### config.mk
export PLATFORM = sky130hd
export DESIGN_NAME = dcache_victim_ctrl
export DESIGN_NICKNAME = d
export VERILOG_FILES = /design/src/rtl/dcache_victim_ctrl.sv
export SDC_FILE = /design/constraint.sdc
export NUM_CORES = 1
export LEC_CHECK = 0
export CORE_AREA = 2 2 311 313
export DETAILED_ROUTE_END_ITERATION = 12
export DIE_AREA = 0 0 313 315
export MAX_ROUTING_LAYER = met4
export PLACE_DENSITY = 0.55
export SLEW_MARGIN = 20
export SYNTH_ARGS = -nofsm -noshare
export SYNTH_HDL_FRONTEND = slang
export SYNTH_SLANG_ARGS = --single-unit
### constraint.sdc
create_clock -name clk -period 10.6 [get_ports clk]
set_input_delay 1.59 -clock clk [delete_from_list [all_inputs] [get_ports clk]]
set_output_delay 1.59 -clock clk [all_outputs]
set_load 0.05 [all_outputs]
### src/rtl/dcache_victim_ctrl.sv
// Purpose: dcache-side victim cache controller: probe on miss, memory fetch on victim miss, victim write of evicted line, fill response.
// Latency: acceptance to resp_valid_o is 2 cycles (victim hit), +1 with evict write; victim miss is 2 + memory latency (+1 with evict).
// Backpressure: ready_o low while busy or flushing; the fill is held on resp_* until resp_ready_i, memory request held until mem_ack_i.
module dcache_victim_ctrl #(
    parameter int DCACHE_LINE_WIDTH = 128,
    parameter int VICTIM_ADDR_BITS  = 28,
    parameter int STAT_WIDTH        = 16
) (
    input  logic                         clk,
    input  logic                         rst,
    input  logic                         flush_i,
    input  logic                         req_i,
    output logic                         ready_o,
    input  logic [VICTIM_ADDR_BITS-1:0]  miss_addr_i,
    input  logic                         evict_valid_i,
    input  logic [VICTIM_ADDR_BITS-1:0]  evict_addr_i,
    input  logic [DCACHE_LINE_WIDTH-1:0] evict_data_i,
    output logic                         resp_valid_o,
    input  logic                         resp_ready_i,
    output logic [DCACHE_LINE_WIDTH-1:0] resp_data_o,
    output logic                         resp_victim_hit_o,
    output logic [DCACHE_LINE_WIDTH-1:0] dcache2victim_data_o,
    output logic [VICTIM_ADDR_BITS-1:0]  dcache2victim_addr_o,
    output logic                         victim_wr_en_o,
    output logic                         victim_flush_o,
    input  logic [DCACHE_LINE_WIDTH-1:0] victim2dcache_data_i,
    input  logic                         victim_hit_i,
    output logic                         mem_req_o,
    output logic [VICTIM_ADDR_BITS-1:0]  mem_addr_o,
    input  logic                         mem_ack_i,
    input  logic [DCACHE_LINE_WIDTH-1:0] mem_data_i,
    output logic [STAT_WIDTH-1:0]        hit_cnt_o,
    output logic [STAT_WIDTH-1:0]        miss_cnt_o
);

    typedef enum logic [2:0] {
        IDLE      = 3'd0,
        PROBE     = 3'd1,
        MEM_REQ   = 3'd2,
        WR_VICTIM = 3'd3,
        RESP      = 3'd4,
        FLUSH     = 3'd5
    } state_t;

    localparam logic [STAT_WIDTH-1:0] STAT_MAX = {STAT_WIDTH{1'b1}};

    state_t state_q, state_nxt;

    logic [VICTIM_ADDR_BITS-1:0]  miss_addr_q;
    logic                         evict_valid_q;
    logic [VICTIM_ADDR_BITS-1:0]  evict_addr_q;
    logic [DCACHE_LINE_WIDTH-1:0] evict_data_q;
    logic [DCACHE_LINE_WIDTH-1:0] line_q;
    logic                         src_hit_q;
    logic                         flush_pend_q;
    logic [STAT_WIDTH-1:0]        hit_cnt_q;
    logic [STAT_WIDTH-1:0]        miss_cnt_q;

    // An evicted line with the same address as the miss is about to be refilled,
    // so writing it into the victim cache would only duplicate the line.
    logic evict_eff;
    assign evict_eff = evict_valid_q && (evict_addr_q != miss_addr_q);

    // A simultaneous flush takes priority, so the request is only taken without one.
    logic accept;
    assign accept = (state_q == IDLE) && req_i && !flush_pend_q && !flush_i;

    // State register.
    always_ff @(posedge clk or posedge rst) begin
        if (rst) begin
            state_q <= IDLE;
        end else begin
            state_q <= state_nxt;
        end
    end

    // Next-state and output decode; every output is a pure function of state and held registers.
    always_comb begin
        state_nxt            = state_q;
        ready_o              = 1'b0;
        resp_valid_o         = 1'b0;
        resp_data_o          = '0;
        resp_victim_hit_o    = 1'b0;
        dcache2victim_data_o = '0;
        dcache2victim_addr_o = '0;
        victim_wr_en_o       = 1'b0;
        victim_flush_o       = 1'b0;
        mem_req_o            = 1'b0;
        mem_addr_o           = '0;
        case (state_q)
            IDLE: begin
                ready_o = !flush_pend_q;
                if (flush_i || flush_pend_q) begin
                    state_nxt = FLUSH;
                end else if (req_i) begin
                    state_nxt = PROBE;
                end
            end
            PROBE: begin
                dcache2victim_addr_o = miss_addr_q;
                if (victim_hit_i) begin
                    state_nxt = evict_eff ? WR_VICTIM : RESP;
                end else begin
                    state_nxt = MEM_REQ;
                end
            end
            MEM_REQ: begin
                mem_req_o  = 1'b1;
                mem_addr_o = miss_addr_q;
                if (mem_ack_i) begin
                    state_nxt = evict_eff ? WR_VICTIM : RESP;
                end
            end
            WR_VICTIM: begin
                victim_wr_en_o       = 1'b1;
                dcache2victim_addr_o = evict_addr_q;
                dcache2victim_data_o = evict_data_q;
                state_nxt            = RESP;
            end
            RESP: begin
                resp_valid_o      = 1'b1;
                resp_data_o       = line_q;
                resp_victim_hit_o = src_hit_q;
                if (resp_ready_i) begin
                    state_nxt = (flush_pend_q || flush_i) ? FLUSH : IDLE;
                end
            end
            FLUSH: begin
                victim_flush_o = 1'b1;
                state_nxt      = IDLE;
            end
            default: begin
                state_nxt = IDLE;
            end
        endcase
    end

    // Request capture: miss address and evicted line are held for the whole transaction.
    always_ff @(posedge clk or posedge rst) begin
        if (rst) begin
            miss_addr_q   <= '0;
            evict_valid_q <= 1'b0;
            evict_addr_q  <= '0;
            evict_data_q  <= '0;
        end else if (accept) begin
            miss_addr_q   <= miss_addr_i;
            evict_valid_q <= evict_valid_i;
            evict_addr_q  <= evict_addr_i;
            evict_data_q  <= evict_data_i;
        end
    end

    // Fill line buffer and its source flag, loaded from the victim on a probe hit or from memory on ack.
    always_ff @(posedge clk or posedge rst) begin
        if (rst) begin
            line_q    <= '0;
            src_hit_q <= 1'b0;
        end else if ((state_q == PROBE) && victim_hit_i) begin
            line_q    <= victim2dcache_data_i;
            src_hit_q <= 1'b1;
        end else if ((state_q == MEM_REQ) && mem_ack_i) begin
            line_q    <= mem_data_i;
            src_hit_q <= 1'b0;
        end
    end

    // Flush pending: any flush seen while busy is remembered (merged) until the FLUSH cycle.
    always_ff @(posedge clk or posedge rst) begin
        if (rst) begin
            flush_pend_q <= 1'b0;
        end else if (state_q == FLUSH) begin
            flush_pend_q <= 1'b0;
        end else if ((state_q != IDLE) && flush_i) begin
            flush_pend_q <= 1'b1;
        end
    end

    // Saturating hit/miss statistics, counted once per probe; flush leaves them alone.
    always_ff @(posedge clk or posedge rst) begin
        if (rst) begin
            hit_cnt_q  <= '0;
            miss_cnt_q <= '0;
        end else if (state_q == PROBE) begin
            if (victim_hit_i) begin
                if (hit_cnt_q != STAT_MAX) begin
                    hit_cnt_q <= hit_cnt_q + STAT_WIDTH'(1);
                end
            end else begin
                if (miss_cnt_q != STAT_MAX) begin
                    miss_cnt_q <= miss_cnt_q + STAT_WIDTH'(1);
                end
            end
        end
    end

    assign hit_cnt_o  = hit_cnt_q;
    assign miss_cnt_o = miss_cnt_q;

endmodule

==> Implementation_results.wiki <==
{| class="wikitable"
! Metric !! Value
|-
| Status || complete, no violations
|-
| Final nets || 2729
|-
| H-tree Lvls || 2
|-
| Post-synthesis average cell area || 11.5 sq um
|-
| Normalized max-slew margin || 30.0%
|-
| Worst slack at placement || 5300 ps
|-
| Cell taking the most area after synthesis || sky130_fd_sc_hd__dfrtp_1
|-
| Mean routed wirelength per cell || 19.5 um
|-
| Type of the tightest min-delay check || reg2reg
|-
| Synth Cell Area || 0.0177 sq mm
|-
| Unique masters post-synth || 46
|-
| Number of sinks handled by clock tree synthesis || 350
|-
| Remaining design rule violation count || 0
|-
| Clock tree from TritonCTS || done
|-
| Design area || 0.0286 sq mm
|-
| Critical Path, Cell by Cell || nor2_4 -> buf_4 -> buf_4 -> a22o_1 -> clkdlybuf4s50_1
|-
| Routability-driven placement congestion ratio || 0.841
|-
| Total vias in the final route || 14200
|-
| Commonest non-fill, non-tap cell in the layout || sky130_fd_sc_hd__clkdlybuf4s50_1
|-
| Flops & latches, synth || 350
|-
| Number of flops mapped to enable cells by yosys || 0
|-
| Met1 layer usage reported by global route || 16.8%
|-
| Cts repair resizes || 0
|-
| Unrepaired setup endpoints after global routing || no
|-
| Router iterations before antenna repair || 4
|-
| Top flip-flop cell by instance count after synthesis || sky130_fd_sc_hd__dfrtp_1
|-
| Max IR drop VDD || 0.000105 V
|-
| Worst endpoint data arrival time || 4250 ps
|-
| Area of the core || 0.0957 sq mm
|-
| Area share of the largest cell type after synthesis || 49.6%
|-
| Final setup violating endpoints || 0
|-
| Setup TNS || 0 ps
|-
| First-pass GRT wire length || 100000 um
|-
| Critical Path Fanout Max || 103
|-
| Filler Cell Count || 9882
|-
| Min Clock Period, post-route || 5840 ps
|-
| Via count of the first global-routing pass || 14600
|-
| Largest net degree at the start of global routing || 128
|-
| Worst path required time || 9010 ps
|-
| Kind of start point of the critical path || flop
|-
| Worst Max-Slew Pin Slew || 1050 ps
|-
| Fraction of met2 tracks used by global routing || 22.6%
|-
| First-iteration detailed-routing DRC count || 732
|-
| Horiz. Die Dim || 313 um
|-
| Effective utilization at floorplan || 18.5%
|-
| Static power due to leakage || 12.4 nW
|-
| Final hold violations || 0
|-
| Placed cell area || 0.0269 sq mm
|-
| CTS clk-pin slew, worst paths || 60 ps
|-
| Post-synth net total || 1981
|-
| Row Count || 114
|-
| Final worst-path cycle share || 55.1%
|-
| Synth area leaders || sky130_fd_sc_hd__dfrtp_1 (50%), sky130_fd_sc_hd__mux2_4 (13%), sky130_fd_sc_hd__mux2i_1 (7.3%)
|-
| Num ports || 798
|-
| Hold Slack || 469 ps
|-
| Clock latency reported for the late side of the worst-skew pair || 600 ps
|-
| Clock Root Buffer || sky130_fd_sc_hd__clkbuf_16
|-
| Peak per-stage delay on the critical path || 870 ps
|-
| Post CTS Setup Buffer Count || 0
|-
| DP Wirelength || 52900 um
|-
| Worst setup margin || 4760 ps
|-
| Synth warnings || 0
|-
| Critical path class || reg2out
|-
| Max Transition Viols Final || 0
|-
| Achievable frequency || 0.171 GHz
|-
| Proportion of layout cells with a drive suffix above 1 || 13.0%
|-
| Post-layout utilization of the core || 29.9%
|-
| Busiest metal layer after global routing || met2
|-
| Slowest cell on the critical path || sky130_fd_sc_hd__clkdlybuf4s50_1
|-
| Worst-case clock buffer depth || 3
|-
| Portion of the post-synthesis area used by sequential elements || 49.6%
|-
| Synth-to-layout area growth || 61.8%
|-
| Full die area || 0.0986 sq mm
|-
| Element type at the critical path end || primary output
|-
| Max Cap Viol || 0
|-
| Number of buffers added by the clock tree synthesis step || 45
|-
| Buffers added on ports || 797
|-
| Proportion of synthesized flip-flops having asynchronous set or reset || 100%
|-
| Post-CTS Hold Buffers || 0
|-
| Number of instances in the synthesized netlist || 1531
|-
| Worst clock skew || 26.3 ps
|-
| Met3 capacity usage during global routing || 4.19%
|-
| Power Dens Cells || 267 mW/mm^2
|-
| Global routing usage summed across all routing layers || 14.1%
|-
| Via/cell ratio || 3.95
|-
| Total grt overflow || 0
|-
| Initial antenna violation count || 11
|-
| Aggregate routed wire length || 70200 um
|-
| DIE HEIGHT || 315 um
|-
| Commonest non-fill, non-tap cells in the layout || sky130_fd_sc_hd__clkdlybuf4s50_1 (797), sky130_fd_sc_hd__dfrtp_1 (349), sky130_fd_sc_hd__and2_1 (158)
|-
| Most numerous cell on the critical path || sky130_fd_sc_hd__buf_4
|-
| DRT antenna net count || 0
|}
sequential cells by signal, summed over array words and instances, names as in the netlist:
register and cells:
evict_addr_q 28, hit_cnt_o 16, evict_valid_q 1, flush_pend_q 1, line_q 128, src_hit_q 1
evict_data_q 128, miss_cnt_o 16, state_q 3, miss_addr_q 28
power breakdown:
part / total [mW] / leakage [nW] / internal [mW] / switching, mW
registers: 2.44 / 4.35 / 1.94 / 0.499
logic: 3.47 / 7.24 / 1.47 / 2.00
clock network: 1.72 / 0.826 / 1.07 / 0.641
total: 7.63 / 12.4 / 4.49 / 3.14
worst max-delay path, delay by kind of cell (launching register included):
| family | cells | cell delay (ps) |
|---|---|---|
| simple gates | 1 | 180 |
| flops | 1 | 730 |
| compound gates | 1 | 440 |
| buf+inv | 3 | 2150 |
cell usage after synthesis, drive strengths merged (3+ instances only):
| library cell | instances |
|---|---|
| a21oi | 5 |
| a22o | 28 |
| and2 | 158 |
| and3 | 132 |
| and4 | 3 |
| buf | 53 |
| clkbuf | 65 |
| dfrtp | 350 |
| inv | 7 |
| mux2 | 187 |
| mux2i | 129 |
| nand2 | 150 |
| nand2b | 4 |
| nand3 | 14 |
| nand4 | 11 |
| nor2 | 12 |
| nor3 | 4 |
| nor3b | 3 |
| nor4 | 6 |
| o21ai | 135 |
| xnor2 | 34 |
| xor2 | 21 |
per-layer routing:
layer  routed length, um  vias up
met4                1980        0
li1                    -     6829
met5                   0        -
met3                4610      102
met1               29300     6851
met2               34300      436
metrics by stage:
step	std cells	total power, mW
global placement	3507	5.93
finish	3604	7.63
global route	3601	8.08
floorplan	1531	4.67
CTS	3591	7.76
detailed placement	3507	5.97
final timing paths:
path	from	to	slack, ps	cells after the start
setup / recovery	state_q[2]$_DFFE_PP0P_	dcache2victim_addr_o[17]	4760	5
hold / removal	line_q[122]$_DFFE_PP0P_	line_q[122]$_DFFE_PP0P_	470	2
setup reg to reg	state_q[2]$_DFFE_PP0P_	miss_addr_q[11]$_DFFE_PP0P_	6740	6
hold reg to reg	line_q[122]$_DFFE_PP0P_	line_q[122]$_DFFE_PP0P_	470	2
max in group asynchronous	rst	miss_cnt_o[12]$_DFFE_PP0P_	6960	4
min in group asynchronous	rst	evict_data_q[19]$_DFFE_PP0P_	1490	2
final cells by class:
| type | instances | area, sq um | area share [%] |
|---|---|---|---|
| repair buffers | 819 | 8180 | 28.6 |
| well taps | 1276 | 1600 | 5.58 |
| multi-input cells | 1056 | 8330 | 29.1 |
| inverters | 7 | 30.0 | 0.105 |
| flip-flops and latches | 350 | 8760 | 30.7 |
| clock inverters | 23 | 333 | 1.16 |
| clock buffers | 61 | 1330 | 4.65 |
| diodes | 12 | 30.0 | 0.105 |
kinds of logic after synthesis:
group | after synthesis | synth area share [%]
AOI/OAI and AO/OA | 179 | 5.88
xor gates and xnor gates | 55 | 2.73
adders and majority gates | 2 | 0.142
buffers and inverters | 125 | 3.64
DFF | 350 | 49.6
muxes | 316 | 22.4
and+or+nand+nor | 504 | 15.6
(Power assumes the default switching activity.)
